==> src/rtl/mandel_iter.sv <==
// Mandelbrot pixel sequencer: iterates z <= z^2 + c on one shared external multiplier.
// Three products per iteration; handshakes with the mul on start/done; no fixed mul latency.
module mandel_iter #(
  parameter int ITER_W = 8,
  parameter int FRAC   = 4,
  parameter int ESC    = 4 << FRAC
) (
  input  logic                     clk,
  input  logic                     rst,
  input  logic                     start,
  input  logic signed [24:0]       cr,
  input  logic signed [24:0]       ci,
  input  logic        [ITER_W-1:0] max_iter,
  output logic                     busy,
  output logic                     done,
  output logic        [ITER_W-1:0] iter,
  output logic                     escaped,
  output logic                     ovf,
  output logic                     mul_start,
  output logic signed [24:0]       mul_a,
  output logic signed [24:0]       mul_b,
  input  logic                     mul_done,
  input  logic                     mul_ovf,
  input  logic signed [24:0]       mul_val
);

  typedef enum logic [2:0] {
    S_IDLE, S_SQR, S_SQI, S_XRI, S_CHECK, S_UPDATE, S_FIN
  } state_t;

  localparam logic signed [25:0] ESC_V = 26'(ESC);

  state_t state, state_n;
  logic signed [24:0] cr_q, ci_q, zr, zi, zr2, zi2, zrzi;
  logic [ITER_W-1:0] max_q;
  logic signed [25:0] mag;
  logic signed [26:0] zr_new, zi_new;
  logic mul_ack, upd_ovf, esc_hit, set_ovf, set_esc, enter_fin;

  // A done arriving in the same cycle as our own start pulse cannot belong to it.
  assign mul_ack = mul_done & ~mul_start;
  assign mag     = {zr2[24], zr2} + {zi2[24], zi2};
  assign esc_hit = mag > ESC_V;
  assign zr_new  = {{2{zr2[24]}}, zr2} - {{2{zi2[24]}}, zi2} + {{2{cr_q[24]}}, cr_q};
  assign zi_new  = {zrzi[24], zrzi, 1'b0} + {{2{ci_q[24]}}, ci_q};
  assign upd_ovf = !((zr_new[26:24] == 3'b000) || (zr_new[26:24] == 3'b111)) ||
                   !((zi_new[26:24] == 3'b000) || (zi_new[26:24] == 3'b111));

  always_comb begin
    state_n = state;
    set_ovf = 1'b0;
    set_esc = 1'b0;
    case (state)
      S_IDLE: if (start) state_n = S_SQR;
      S_SQR, S_SQI, S_XRI: begin
        if (mul_ack) begin
          if (mul_ovf) begin
            set_ovf = 1'b1;
            set_esc = 1'b1;
            state_n = S_FIN;
          end else begin
            case (state)
              S_SQR:   state_n = S_SQI;
              S_SQI:   state_n = S_XRI;
              default: state_n = S_CHECK;
            endcase
          end
        end
      end
      S_CHECK: begin
        if (esc_hit) begin
          set_esc = 1'b1;
          state_n = S_FIN;
        end else if (iter == max_q) begin
          state_n = S_FIN;
        end else begin
          state_n = S_UPDATE;
        end
      end
      S_UPDATE: begin
        if (upd_ovf) begin
          set_ovf = 1'b1;
          set_esc = 1'b1;
          state_n = S_FIN;
        end else begin
          state_n = S_SQR;
        end
      end
      S_FIN:   state_n = S_IDLE;
      default: state_n = S_IDLE;
    endcase
  end

  assign enter_fin = (state_n == S_FIN) && (state != S_FIN);

  always_ff @(posedge clk) begin
    if (rst) begin
      state     <= S_IDLE;
      busy      <= 1'b0;
      done      <= 1'b0;
      iter      <= '0;
      escaped   <= 1'b0;
      ovf       <= 1'b0;
      mul_start <= 1'b0;
      mul_a     <= '0;
      mul_b     <= '0;
      cr_q      <= '0;
      ci_q      <= '0;
      max_q     <= '0;
      zr        <= '0;
      zi        <= '0;
      zr2       <= '0;
      zi2       <= '0;
      zrzi      <= '0;
    end else begin
      state     <= state_n;
      mul_start <= 1'b0;
      done      <= 1'b0;
      case (state)
        S_IDLE: begin
          if (start) begin
            cr_q      <= cr;
            ci_q      <= ci;
            max_q     <= max_iter;
            zr        <= '0;
            zi        <= '0;
            iter      <= '0;
            busy      <= 1'b1;
            escaped   <= 1'b0;
            ovf       <= 1'b0;
            mul_start <= 1'b1;
            mul_a     <= '0;
            mul_b     <= '0;
          end
        end
        S_SQR: begin
          if (mul_ack) begin
            zr2 <= mul_val;
            if (!mul_ovf) begin
              mul_start <= 1'b1;
              mul_a     <= zi;
              mul_b     <= zi;
            end
          end
        end
        S_SQI: begin
          if (mul_ack) begin
            zi2 <= mul_val;
            if (!mul_ovf) begin
              mul_start <= 1'b1;
              mul_a     <= zr;
              mul_b     <= zi;
            end
          end
        end
        S_XRI: if (mul_ack) zrzi <= mul_val;
        S_UPDATE: begin
          if (!upd_ovf) begin
            zr        <= zr_new[24:0];
            zi        <= zi_new[24:0];
            iter      <= iter + ITER_W'(1);
            mul_start <= 1'b1;
            mul_a     <= zr_new[24:0];
            mul_b     <= zr_new[24:0];
          end
        end
        default: ;
      endcase
      // Results become visible together with the done pulse in FIN.
      if (enter_fin) begin
        done <= 1'b1;
        busy <= 1'b0;
        if (set_ovf) ovf <= 1'b1;
        if (set_esc) escaped <= 1'b1;
      end
    end
  end

endmodule

==> config.mk <==
export PLATFORM = sky130hd
export DESIGN_NAME = mandel_iter
export DESIGN_NICKNAME = d
export VERILOG_FILES = /design/src/rtl/mandel_iter.sv
export SDC_FILE = /design/constraint.sdc
export NUM_CORES = 1
export LEC_CHECK = 0
export ABC_AREA = 1
export CAP_MARGIN = 20
export CORE_UTILIZATION = 60
export DETAILED_ROUTE_END_ITERATION = 6
export PLACE_DENSITY = 0.93
export REMOVE_ABC_BUFFERS = 1
export SYNTH_ARGS = -nofsm -noshare
export SYNTH_HDL_FRONTEND = slang
export SYNTH_SLANG_ARGS = --single-unit
export TNS_END_PERCENT = 5
==> constraint.sdc <==
create_clock -name clk -period 7.92 [get_ports clk]
set_input_delay 1.188 -clock clk [delete_from_list [all_inputs] [get_ports clk]]
set_output_delay 1.188 -clock clk [all_outputs]
set_load 0.02 [all_outputs]
==> metrics, run 1 <==
switching power 3.17 mW; post-cts resize count 0; WL final 46700 um; PwrDens 378 mW/mm^2; area of the die 0.0260 sq mm; footprint of the multi-input gates 0.00869 sq mm; Post-DP HPWL 34500 um; fin nets 2613; remaining antenna violation count 0; CP arrival 4980 ps; width of the chip 161 um; Mapped Area 0.0152 sq mm; Site Rows 57; final hold viol count 0; pre-CTS worst setup slack 3540 ps; CORE AREA 0.0246 sq mm; CP most frequent cell nand2_1; Die Height 161 um; uppermost layer routed met5; Congestion Overflow GR 0; Logic pwr share 0.553; required time worst endpoint 8360 ps; Int Power 3.52 mW; Final setup viols 0; TritonCTS Buffers 26; WP buf/inv 3; CP delay by family, top simple AND/OR/NAND/NOR gates; fraction of layout cells with a size suffix above 1 0.0357; Inserted Diodes 0; number of global-route vias before repair 14600; placed instance area 0.0168 sq mm; Seq cells post-synth 249; post-synth top area share 0.327; largest net degree at the start of global routing 96; slowest stage cell, crit path nand2_4; final cell count without fillers 2762; fill cell count 2055; Worst setup SP type flop; Hold WC Path Type flop to flop; Critical Path End Type flop; most common cell after layout, fill and taps aside nand2_1; Post-synth EDFFs 0; CTS Hold Bufs 0; final instance area 0.0177 sq mm; H-Tree Depth 1; WL met2 20900 um; Tightest Pin Transition 973 ps; WL met1 19800 um; clk buf depth 3; commonest cells after routing, fill and taps aside nand2_1 (527), nor2_1 (323), inv_1 (300); sequential area share after synthesis 0.327; met3 routed WL 3870 um; reg2reg end mul_a[21]$_SDFFE_PP0P_; initial DRC count 1520; Clock Latency Late Sink 530 ps; synth warn 0; RR Startpoint zr2[1]$_SDFFE_PP0P_; overall power 6.69 mW; Clock Skew 9.90 ps; DRC 0; Hold Startpoint mul_a[19]$_SDFFE_PP0P_; max_slew headroom 0.348; Ports 151; initial antenna violation count 1; synthesized area per cell 6.57 sq um; global-route wire length before repair 74200 um; Leakage Power 8.13 nW; total number of vias 15700; Synth area leaders dfxtp_1 (33%), nand2_1 (13%), nor2_1 (8.0%); clock sink count 249; cell taking the most area after synthesis dfxtp_1; Gate Count Post-Synth 2317; All-Layer GR Usage 0.356; CP cell instances inv_1 -> fa_1 -> inv_1 -> fa_1 -> nand2_1 -> nand3_1 -> nand2_1 -> o21ai_2 -> nand2_1 -> nand3_1 -> nand2_1 -> nand2_1 -> nor2_1 -> nand2_1 -> nand2_1 -> nand3_2 -> nand2_4 -> inv_4 -> nand2_4 -> nand2_1 -> a21oi_1; Root Buffer clkbuf_16; min cycle time layout 4540 ps; Finished Core Util 0.719; Final Cycle Share 0.573; drt first pass iters 7; delay of the slowest critical-path stage 520 ps; setup TNS 0 ps; Netlist cell types 50; final setup margin 3380 ps; placed cell count 2715; max_cap viols 0; top_reg_cell synth dfxtp_1; type of the worst setup path flop to flop; RSZ-0062 raised after global routing no; Avg WL per Cell 16.9 um; worst-path maximum fanout 60; flop2flop setup slack 3380 ps; fmax 220 MHz; status finished clean; vias per std cell 5.69; # Post-CTS Setup Buffers 0; share of power burned in registers 0.263; WHS Endpoint mul_a[19]$_SDFFE_PP0P_; Initial Util 0.619; fraction of registers with async set/reset 0; CTS tree built; Reg2Reg Depth 21; Cells on Worst Hold Path 2; Reg area 0.00498 sq mm; Layout Area Growth over Synthesis 16.2%; clk slew on worst S/H paths 60 ps; Final GP Congestion 1.01; switch share 0.474; port bufs 150; Final Max Slew Viols 0; Clk pwr share 0.184; VDD IR max 0.000221 V; hold_ws 462 ps
==> synth_stat cells, types with 3 or more instances <==
cell type    n
a211oi_1     7
o221ai_1     8
and2_1       3
nand2_2      3
o21ai_1      5
buf_6        8
o21ai_0    231
inv_2        5
ha_1        78
a31oi_1      9
inv_1      300
o21a_1       5
a21o_1      10
dfxtp_1    249
xor2_1      16
nand3_1     85
or2_2        5
fa_1        27
clkbuf_1    63
nand2_1    528
nor4_1       5
o211ai_1    11
nand3b_1     4
nor3_1      13
nor2_1     324
nor2_2       5
o21bai_1     7
a21boi_0     3
a21oi_1    235
buf_2        9
xnor2_1      7
nand4_1     24
==> sequential cells by signal, indices dropped and copies added (netlist names) <==
name	flops
ovf	1
zrzi	25
cr_q	25
mul_start	1
done	1
zi2	25
zi	25
zr	25
zr2	25
max_q	8
mul_a	25
ci_q	25
busy	1
state	3
mul_b	25
iter	8
escaped	1
==> cell families (layout without fill, tap and decap cells) <==
| group | count (synthesis) | in the layout | share of synthesized area |
|---|---|---|---|
| and+or+nand+nor | 1007 | 1007 | 0.268 |
| buffers and inverters | 393 | 514 | 0.102 |
| xor gates and xnor gates | 23 | 23 | 0.0132 |
| DFF | 249 | 249 | 0.327 |
| AOI/OAI and AO/OA | 540 | 540 | 0.189 |
| adders and majority gates | 105 | 105 | 0.0996 |
==> power groups by stage <==
stage / Sequential, mW / Combinational, mW / Clock, mW
final: 1.76 / 3.70 / 1.23
after floorplan: 1.82 / 2.43 / 0
after CTS: 1.75 / 3.61 / 1.24
after detailed placement: 1.77 / 3.57 / 0
after global routing: 1.79 / 4.12 / 1.29
after global placement: 1.76 / 3.50 / 0
==> layout make-up <==
class | count | area share
multi-input combinational | 1675 | 0.491
sequential | 249 | 0.282
timing repair buffer | 160 | 0.0895
inverter | 308 | 0.0656
clock buffer | 38 | 0.0450
tap | 324 | 0.0229
clock inverter | 8 | 0.00410
==> worst max path at each step <==
stage / start / endpoint / slack, ps / depth (start not counted)
global route: zr2[1]$_SDFFE_PP0P_ / mul_a[5]$_SDFFE_PP0P_ / 3030 / 21
floorplan: start / busy$_SDFFE_PP0P_ / 3730 / 4
detailed placement: zr2[1]$_SDFFE_PP0P_ / mul_a[21]$_SDFFE_PP0P_ / 3540 / 21
finish: zr2[1]$_SDFFE_PP0P_ / mul_a[21]$_SDFFE_PP0P_ / 3380 / 21
global placement: zr2[1]$_SDFFE_PP0P_ / mul_b[2]$_SDFFE_PP0P_ / 3680 / 20
CTS: zr2[1]$_SDFFE_PP0P_ / mul_a[21]$_SDFFE_PP0P_ / 3480 / 21
==> worst reg2reg max path, cell delays in order, from the launching register on <==
cell and delay (ps):
dfxtp_1 400, inv_1 110, fa_1 500, inv_1 70
fa_1 500, nand2_1 90, nand3_1 60, nand2_1 120
o21ai_2 130, nand2_1 110, nand3_1 80, nand2_1 60
nand2_1 90, nor2_1 120, nand2_1 50, nand2_1 90
nand3_2 110, nand2_4 490, inv_4 420, nand2_4 550
nand2_1 120, a21oi_1 180
==> routing by layer <==
| metal | GRT usage | vias up |
|---|---|---|
| li1 | - | 7685 |
| met1 | 0.474 | 7158 |
| met2 | 0.576 | 743 |
| met3 | 0.0496 | 130 |
| met4 | 0.151 | 2 |
| met5 | 0 | - |
No activity file was read; power rests on OpenSTA's default activity.
==> run 2: changes to the inputs <==
- CORE_UTILIZATION: 60 -> 58
- PLACE_DENSITY: 0.93 -> 0.91
- clock period: 7.92 -> 4.46 ns (I/O delays scaled with it)
==> metrics, run 2 (synthesis gave the netlist of run 1 again) <==
status finished clean; max_slew headroom 0.354 (+0.00689); Final Max Slew Viols 0 (unchanged); Clock Skew 8.16 ps (-1.73 ps); max_cap viols 0 (unchanged); fmax 250 MHz (+13%); fraction of layout cells with a size suffix above 1 0.0393 (+0.00358); Site Rows 58 (+1.8%); Initial Util 0.598 (-0.0211); CORE AREA 0.0255 sq mm (+3.5%); DRC 0 (unchanged); Reg area 0.00498 sq mm (unchanged); Ports 151 (unchanged); Clock Latency Late Sink 550 ps (+20 ps); drt first pass iters 5 (-2); CTS tree built; Logic pwr share 0.546 (-0.007); CP cell instances inv_1 -> fa_1 -> inv_1 -> ha_1 -> a21oi_1 -> a21boi_0 -> nand3_1 -> nand2_1 -> nand3_1 -> nand2_1 -> nand2_1 -> inv_1 -> nand2_1 -> nand2_1 -> nand3_2 -> nand2_4 -> inv_4 -> nand2_4 -> nand2_1 -> a21oi_1; final hold viol count 0 (unchanged); most common cell after layout, fill and taps aside nand2_1; pre-CTS worst setup slack 568 ps (-2970 ps); Layout Area Growth over Synthesis 16.9%; hold_ws 463 ps (+0.580 ps); Die Height 164 um (+1.7%); initial antenna violation count 0 (-1); placed instance area 0.0169 sq mm (+0.31%); Int Power 6.37 mW (+81%); footprint of the multi-input gates 0.00869 sq mm (unchanged); width of the chip 164 um (+1.7%); initial DRC count 1601 (+5.3%); TritonCTS Buffers 26 (unchanged); Final GP Congestion 0.970 (-3.6%); post-cts resize count 0 (unchanged); slowest stage cell, crit path fa_1; global-route wire length before repair 75500 um (+1.8%); CTS Hold Bufs 0 (unchanged); switching power 5.76 mW (+81%); delay of the slowest critical-path stage 510 ps (about the same); WP buf/inv 4 (+1); Post-DP HPWL 35500 um (+2.8%); area of the die 0.0269 sq mm (+3.4%); Leakage Power 8.17 nW (+0.54%); largest net degree at the start of global routing 87 (-9.4%); CP most frequent cell nand2_1; vias per std cell 5.65 (-0.68%); port bufs 150 (unchanged); switch share 0.475 (+0.000522); setup TNS 0 ps (unchanged); final setup margin 455 ps (-2930 ps); fill cell count 2188 (+6.5%); All-Layer GR Usage 0.355 (about the same); Critical Path End Type flop; RSZ-0062 raised after global routing no; min cycle time layout 4010 ps (-530 ps); worst-path maximum fanout 50 (-17%); H-Tree Depth 1 (unchanged); CP delay by family, top simple AND/OR/NAND/NOR gates; WL final 47600 um (+1.8%); clk buf depth 3 (unchanged); Root Buffer clkbuf_16; Tightest Pin Transition 968 ps (-4.32 ps); Clk pwr share 0.196 (+0.012); required time worst endpoint 4930 ps (-3430 ps); type of the worst setup path flop to flop; Congestion Overflow GR 0 (unchanged); PwrDens 682 mW/mm^2 (+80%); final instance area 0.0178 sq mm (+0.57%); Final setup viols 0 (unchanged); Worst setup SP type flop; fin nets 2618 (+0.19%); number of global-route vias before repair 14900 (+2.4%); commonest cells after routing, fill and taps aside nand2_1 (527), nor2_1 (323), inv_1 (300); total number of vias 15700 (-0.22%); Hold WC Path Type flop to flop; clk slew on worst S/H paths 70 ps (about the same); # Post-CTS Setup Buffers 0 (unchanged); remaining antenna violation count 0 (unchanged); clock sink count 249 (unchanged); Inserted Diodes 0 (unchanged); Final Cycle Share 0.898 (+0.325); CP arrival 4470 ps (-510 ps); VDD IR max 0.000603 V (+170%); Avg WL per Cell 17.1 um (+1.3%); share of power burned in registers 0.258 (-0.005)
run 2: worst paths after layout:
path | slack [ps] | cells past startpoint | to | start
worst min-delay path | 460 | 2 | zr[8]$_SDFFE_PP0P_ | zr[8]$_SDFFE_PP0P_
worst min register to register | 460 | 2 | zr[8]$_SDFFE_PP0P_ | zr[8]$_SDFFE_PP0P_
worst max register to register | 450 | 20 | mul_a[7]$_SDFFE_PP0P_ | zr2[9]$_SDFFE_PP0P_
worst max-delay path | 450 | 20 | mul_a[7]$_SDFFE_PP0P_ | zr2[9]$_SDFFE_PP0P_
run 2: metrics by stage:
| step | instances | util | power, mW |
|---|---|---|---|
| finish | 2775 | 0.699 | 12.1 |
| global route | 2775 | 0.699 | 13.1 |
| CTS | 2775 | 0.699 | 12.0 |
| detailed placement | 2727 | 0.662 | 9.58 |
| global placement | 2727 | 0.662 | 9.41 |
| floorplan | 2232 | - | 7.56 |
run 2: tightest hold or removal path, delay by kind of cell (launching register included):
| family | cells | cell delay, ps |
|---|---|---|
| flip-flops | 1 | 300 |
| AO/OA/AOI/OAI | 1 | 60 |
| buffers and inverters | 1 | 60 |
run 2: cell type report:
class	instances	area share
Clock inverter	16	0.0115
Timing Repair Buffer	165	0.0904
Tap cell	330	0.0232
Multi-Input combinational cell	1675	0.488
Inverter	308	0.0653
Sequential cell	249	0.280
Clock buffer	32	0.0413
run 2: layer usage:
| layer | GRT usage | routed length, um |
|---|---|---|
| met3 | 0.0530 | 3620 |
| met4 | 0.128 | 1760 |
| met2 | 0.589 | 21700 |
| met1 | 0.468 | 20500 |
| met5 | 0 | 0 |
run 2: power by group through the flow:
stage / combinational, mW / clock (mW) / sequential [mW]
global placement: 6.28 / 0 / 3.13
detailed placement: 6.43 / 0 / 3.15
global route: 7.44 / 2.47 / 3.18
finish: 6.63 / 2.38 / 3.13
CTS: 6.50 / 2.39 / 3.11
floorplan: 4.32 / 0 / 3.24
==> run 3: changes to the inputs <==
--- a/constraint.sdc
+++ b/constraint.sdc
@@ -3,2 +3,2 @@
 set_output_delay 0.669 -clock clk [all_outputs]
-set_load 0.02 [all_outputs]
+set_load 0.05 [all_outputs]
==> results of run 3 <==
Same layout as run 2 (identical final DEF). Status: finished clean.
Among the figures that moved: total power 12.1 mW -> 12.5 mW
